==> src/rtl/regbus_bridge.sv <==
// regbus_bridge: byte-stream host link to a simple register bus.
//
// A host sends a command byte (bit7 = write, bits6:4 = 000, bits3:0 = addr[11:8]), an address
// byte and, for writes, four data bytes LS first. The bridge issues one regreq pulse, waits for
// regack (or gives up after TIMEOUT wait cycles) and returns a status byte, followed by four
// read-data bytes LS first for a successful read.
//
// Ports
//   clk, rstn                 clock, asynchronous active-low reset
//   rxvalid/rxready/rxdata    host -> bridge byte stream
//   txvalid/txready/txdata    bridge -> host byte stream
//   regreq/regwr/regaddr/
//   regwdata                  register request (regreq is a one-cycle pulse)
//   regack/regerr/regrdata    register completion (regerr/regrdata valid with regack)
module regbus_bridge #(
   parameter int unsigned TIMEOUT = 65535
) (
   input  logic        clk,
   input  logic        rstn,
   input  logic        rxvalid,
   output logic        rxready,
   input  logic [7:0]  rxdata,
   output logic        txvalid,
   input  logic        txready,
   output logic [7:0]  txdata,
   output logic        regreq,
   output logic        regwr,
   output logic [11:0] regaddr,
   output logic [31:0] regwdata,
   input  logic        regack,
   input  logic        regerr,
   input  logic [31:0] regrdata
);

   localparam logic [15:0] TimeoutLast = 16'(TIMEOUT - 1);

   typedef enum logic [2:0] {StCmd, StAddr, StData, StReq, StWait, StResp} state_e;

   state_e      state_q, state_d;
   logic        rdy_q;
   logic [15:0] cnt_q, cnt_d;       // data byte index, wait cycles, or read byte index
   logic        wr_q, wr_d;
   logic [11:0] addr_q, addr_d;
   logic [31:0] wdata_q, wdata_d;
   logic [31:0] rdata_q, rdata_d;
   logic        more_q, more_d;     // read data bytes still follow the status byte
   logic        txvalid_q, txvalid_d;
   logic [7:0]  txdata_q, txdata_d;
   logic        rx_fire, tx_fire;

   // rdy_q keeps rxready low until the first edge after reset release.
   assign rxready  = rdy_q & (state_q inside {StCmd, StAddr, StData});
   assign rx_fire  = rxvalid & rxready;
   assign tx_fire  = txvalid_q & txready;
   assign regreq   = (state_q == StReq);
   assign regwr    = wr_q;
   assign regaddr  = addr_q;
   assign regwdata = wdata_q;
   assign txvalid  = txvalid_q;
   assign txdata   = txdata_q;

   always_comb begin
      state_d   = state_q;
      cnt_d     = cnt_q;
      wr_d      = wr_q;
      addr_d    = addr_q;
      wdata_d   = wdata_q;
      rdata_d   = rdata_q;
      more_d    = more_q;
      txvalid_d = txvalid_q;
      txdata_d  = txdata_q;

      case (state_q)
         StCmd: begin
            if (rx_fire) begin
               if (rxdata[6:4] != 3'b000) begin
                  state_d   = StResp;
                  txvalid_d = 1'b1;
                  txdata_d  = 8'h03;
                  more_d    = 1'b0;
                  cnt_d     = '0;
               end else begin
                  wr_d         = rxdata[7];
                  addr_d[11:8] = rxdata[3:0];
                  state_d      = StAddr;
               end
            end
         end
         StAddr: begin
            if (rx_fire) begin
               addr_d[7:0] = rxdata;
               cnt_d       = '0;
               state_d     = wr_q ? StData : StReq;
            end
         end
         StData: begin
            if (rx_fire) begin
               // Shift in from the top so the first byte ends up least significant.
               wdata_d = {rxdata, wdata_q[31:8]};
               if (cnt_q == 16'd3) begin
                  cnt_d   = '0;
                  state_d = StReq;
               end else begin
                  cnt_d = cnt_q + 16'd1;
               end
            end
         end
         StReq, StWait: begin
            if (regack) begin
               state_d   = StResp;
               txvalid_d = 1'b1;
               txdata_d  = regerr ? 8'h01 : 8'h00;
               more_d    = ~wr_q & ~regerr;
               rdata_d   = regrdata;
               cnt_d     = '0;
            end else if (state_q == StReq) begin
               state_d = StWait;
               cnt_d   = '0;
            end else if (cnt_q == TimeoutLast) begin
               state_d   = StResp;
               txvalid_d = 1'b1;
               txdata_d  = 8'h02;
               more_d    = 1'b0;
               cnt_d     = '0;
            end else begin
               cnt_d = cnt_q + 16'd1;
            end
         end
         StResp: begin
            if (tx_fire) begin
               if (more_q && (cnt_q < 16'd4)) begin
                  txdata_d = rdata_q[7:0];
                  rdata_d  = {8'h00, rdata_q[31:8]};
                  cnt_d    = cnt_q + 16'd1;
               end else begin
                  txvalid_d = 1'b0;
                  cnt_d     = '0;
                  state_d   = StCmd;
               end
            end
         end
         default: state_d = StCmd;
      endcase
   end

   always_ff @(posedge clk or negedge rstn) begin
      if (!rstn) begin
         state_q   <= StCmd;
         rdy_q     <= 1'b0;
         cnt_q     <= '0;
         wr_q      <= 1'b0;
         addr_q    <= '0;
         wdata_q   <= '0;
         rdata_q   <= '0;
         more_q    <= 1'b0;
         txvalid_q <= 1'b0;
         txdata_q  <= '0;
      end else begin
         state_q   <= state_d;
         rdy_q     <= 1'b1;
         cnt_q     <= cnt_d;
         wr_q      <= wr_d;
         addr_q    <= addr_d;
         wdata_q   <= wdata_d;
         rdata_q   <= rdata_d;
         more_q    <= more_d;
         txvalid_q <= txvalid_d;
         txdata_q  <= txdata_d;
      end
   end

endmodule

==> config.mk <==
export PLATFORM = sky130hd
export DESIGN_NAME = regbus_bridge
export DESIGN_NICKNAME = d
export VERILOG_FILES = /design/src/rtl/regbus_bridge.sv
export SDC_FILE = /design/constraint.sdc
export NUM_CORES = 1
export LEC_CHECK = 0
export ABC_AREA = 1
export CAP_MARGIN = 20
export CORE_MARGIN = 3
export CORE_UTILIZATION = 47
export CTS_CLUSTER_DIAMETER = 60
export DETAILED_ROUTE_END_ITERATION = 10
export PLACE_DENSITY = 0.88
export SYNTH_ARGS = -nofsm -noshare
export SYNTH_HDL_FRONTEND = slang
export SYNTH_SLANG_ARGS = --single-unit
==> constraint.sdc <==
create_clock -name clk -period 1.5 [get_ports clk]
set_input_delay 0.375 -clock clk [delete_from_list [all_inputs] [get_ports clk]]
set_output_delay 0.375 -clock clk [all_outputs]
set_load 0.1 [all_outputs]
==> flow_metrics.env <==
export IMPL_status="complete, but fails checks"
export IMPL_violations="negative setup slack"
export IMPL_async_reset_ff_frac=1.00
export IMPL_maxCapViolCount=0
export IMPL_syn_nets=706
export IMPL_core_area_um2=10500
export IMPL_utilization=0.887
export IMPL_layout_min_cycle_time_ns=2.06
export IMPL_start_util=0.491
export IMPL_p_leak_nw=4.56
export IMPL_vias_per_cell=6.33
export IMPL_synth_edf_count=0
export IMPL_area_growth_pct=80.6
export IMPL_ys_flop_type="dfrtp_1"
export IMPL_relSlewSlack=0.617
export IMPL_hold_slack_ns=0.425
export IMPL_wirelength_mm=25.9
export IMPL_antenna_left=0
export IMPL_cp_required_ns=1.74
export IMPL_yosys_top_cells_area="dfrtp_1, nand2_1, o21ai_0, inv_1, nor2_1"
export IMPL_grt_pass1_wl_mm=31.8
export IMPL_core_rowCount=37
export IMPL_worst_ep_arrival_time_ns=2.30
export IMPL_power_density_nw_per_um2=2620
export IMPL_synth_top_cells_by_count="nand2_1, dfrtp_1, o21ai_0, inv_1, nor2_1"
export IMPL_routabilityCongestion=0.921
export IMPL_avgSynthCellArea_um2=7.85
export IMPL_gr_total_overflow=0
export IMPL_clk_path_buf_depth=2
export IMPL_rsz0062_at_grt="true"
export IMPL_hp_class="input port to async pin"
export IMPL_htree_levels=3
export IMPL_ir_worst_vdd_uv=1850
export IMPL_clk_pin_slew_ns=0.13
export IMPL_tightest_slew_ns=0.568
export IMPL_antenna_found_initial=1
export IMPL_fp_dieH_um=111
export IMPL_synth_most_common_cell="nand2_1"
export IMPL_setup_worst_path_start_class="flip-flop"
export IMPL_cp_cell_sequence="inv_4 -> buf_6 -> nand4_1 -> nand2_2 -> nand2_4 -> nor2_4 -> buf_8 -> inv_6 -> nand2_1 -> nand2_1"
export IMPL_yosysWarnings=0
export IMPL_fmax_mhz=485
export IMPL_timing_hold_violations_final=0
export IMPL_hpwlAfterDp_mm=10.9
export IMPL_tritoncts="yes"
export IMPL_placed_area_um2=7420
export IMPL_p_total_w=0.0244
export IMPL_insertedDiodeCount=0
export IMPL_layout_cells_non_filler=1014
export IMPL_drc_errors=0
export IMPL_ioPinCount=102
export IMPL_syn_area_um2=5160
export IMPL_clock_sinks=107
export IMPL_grt_use_total=0.327
export IMPL_critPathMaxStageDelay_ns=0.49
export IMPL_netlist_instances=658
export IMPL_dr_pass1_iters=7
export IMPL_skew_ns=0.0221
export IMPL_postLayoutCellArea_um2=9330
export IMPL_clockRootBuffer="clkbuf_8"
export IMPL_drt_iter0_drc=809
export IMPL_setup_viol=112
export IMPL_ys_seq_area_frac=0.519
export IMPL_cts_buffers_inserted=9
export IMPL_routedWlPerCell_um=25.6
export IMPL_final_nets=921
export IMPL_die_area_um2=12300
export IMPL_placed_cells=941
export IMPL_num_vias=6419
export IMPL_critPathSlowestCell="dfrtp_2"
export IMPL_synth_seq_cells=107
export IMPL_final_setup_worst_slack_ns=-0.562
export IMPL_worstSetupPathType="flip-flop to flip-flop"
export IMPL_die_w_um=111
export IMPL_finalCritPeriodShare=1.37
export IMPL_synth_cell_types=28
export IMPL_worstPathMaxFanout=5
export IMPL_slew_viol_final=0
export IMPL_end_kind="flip-flop"
export IMPL_grt_max_degree=51
export IMPL_crit_top_cell="nand2_1"
export IMPL_synth_top_area_cell="dfrtp_1"
export IMPL_layout_drive_gt1_share=0.478
export IMPL_synth_top_area_share=0.519
export IMPL_grt_pass1_vias=6052
export IMPL_clock_latency_ns=0.41
export IMPL_portBuffers=101
==> final cells by class <==
type / instances / area, um2
Sequential cell: 107 / 2700
Clock inverter: 6 / 56.3
Fill cell: 382 / 1180
Multi-Input combinational cell: 445 / 3020
Timing Repair Buffer: 225 / 2910
Inverter: 84 / 343
Timing Repair inverter: 1 / 8.76
Clock buffer: 10 / 128
Tap cell: 136 / 170
==> through the flow <==
stage               setup slack (ns)  TNS (ns)
floorplan                     -0.274     -6.32
global route                  -0.613    -46.18
CTS                           -0.276    -17.98
detailed placement            -0.488    -33.79
finish                        -0.562    -39.65
global placement              -0.401    -29.73
==> routing by layer <==
layer | global-route usage | up-vias | wire length [um]
met3 | 0.0617 | 254 | 2610
met2 | 0.587 | 605 | 12400
li1 | - | 2520 | -
met4 | 0.187 | 2 | 2520
met1 | 0.361 | 3038 | 8350
met5 | 0 | - | 11
==> layout by cell type (no fill, tap or decap), types with 6 or more instances in the layout <==
cell and count:
nand3_1 16, buf_6 23, clkdlybuf4s50_1 44, nand2_1 121
nand3_2 8, nor2_4 19, dfrtp_2 11, o21ai_2 41
o21ai_0 32, dfrtp_1 95, nor2_1 20, nand2_4 37
o21ai_1 24, nand2_2 52, mux2_2 8, inv_1 71
a21oi_2 10, nand4_1 12, clkbuf_8 9, buf_4 77
buf_12 74, inv_4 6
==> report_power, final <==
| group | leakage, nW | switching (W) | total, W | internal, W |
|---|---|---|---|---|
| registers | 1.36 | 0.00122 | 0.00518 | 0.00396 |
| clock network | 0.0944 | 0.00120 | 0.00184 | 0.000640 |
| logic | 3.11 | 0.0107 | 0.0174 | 0.00666 |
==> cell families after synthesis <==
kind of cell | synth area share
compound gates | 0.117
xor+xnor | 0.00848
fa+ha+maj | 0.00485
buf+inv | 0.0843
flops | 0.519
mux | 0.0175
other cells | 0.000726
simple gates | 0.248
==> path summary, 6_finish.rpt <==
check	startpoint	endpoint	slack, ns	depth (start not counted)
hold / removal	rstn	regwdata[14]	0.43	2
hold reg to reg	rdata_q[25]	rdata_q[25]	0.53	2
max in group asynchronous	rstn	txvalid	0.48	3
setup / recovery	state_q[2]	cnt_q[3]	-0.56	10
setup reg to reg	state_q[2]	cnt_q[3]	-0.56	10
min in group clk	regrdata[24]	rdata_q[24]	0.51	3
==> sequential cells by signal, indices dropped and copies added (netlist names) <==
register	cells
state_q	3
regwr	1
rdy_q	1
rdata_q	32
more_q	1
regaddr	12
txdata	8
txvalid	1
cnt_q	16
regwdata	32
==> what timing repair did <==
item | 4_1_cts | 5_1_grt
cloned | 15 | 3
resized for setup | 192 | 186
hold buffers | 1 | 0
hold endpoints to repair | 19 | 0
pin swaps | 24 | 49
buffers inserted | 39 | 15
setup endpoints to repair | 94 | 113
==> critical path: cells and delay by family (launching register included) <==
family        cells  cell delay [ns]
simple gates      6             0.93
flops             1             0.49
buf+inv           4             0.47
Power figures use the tool's default switching activity.
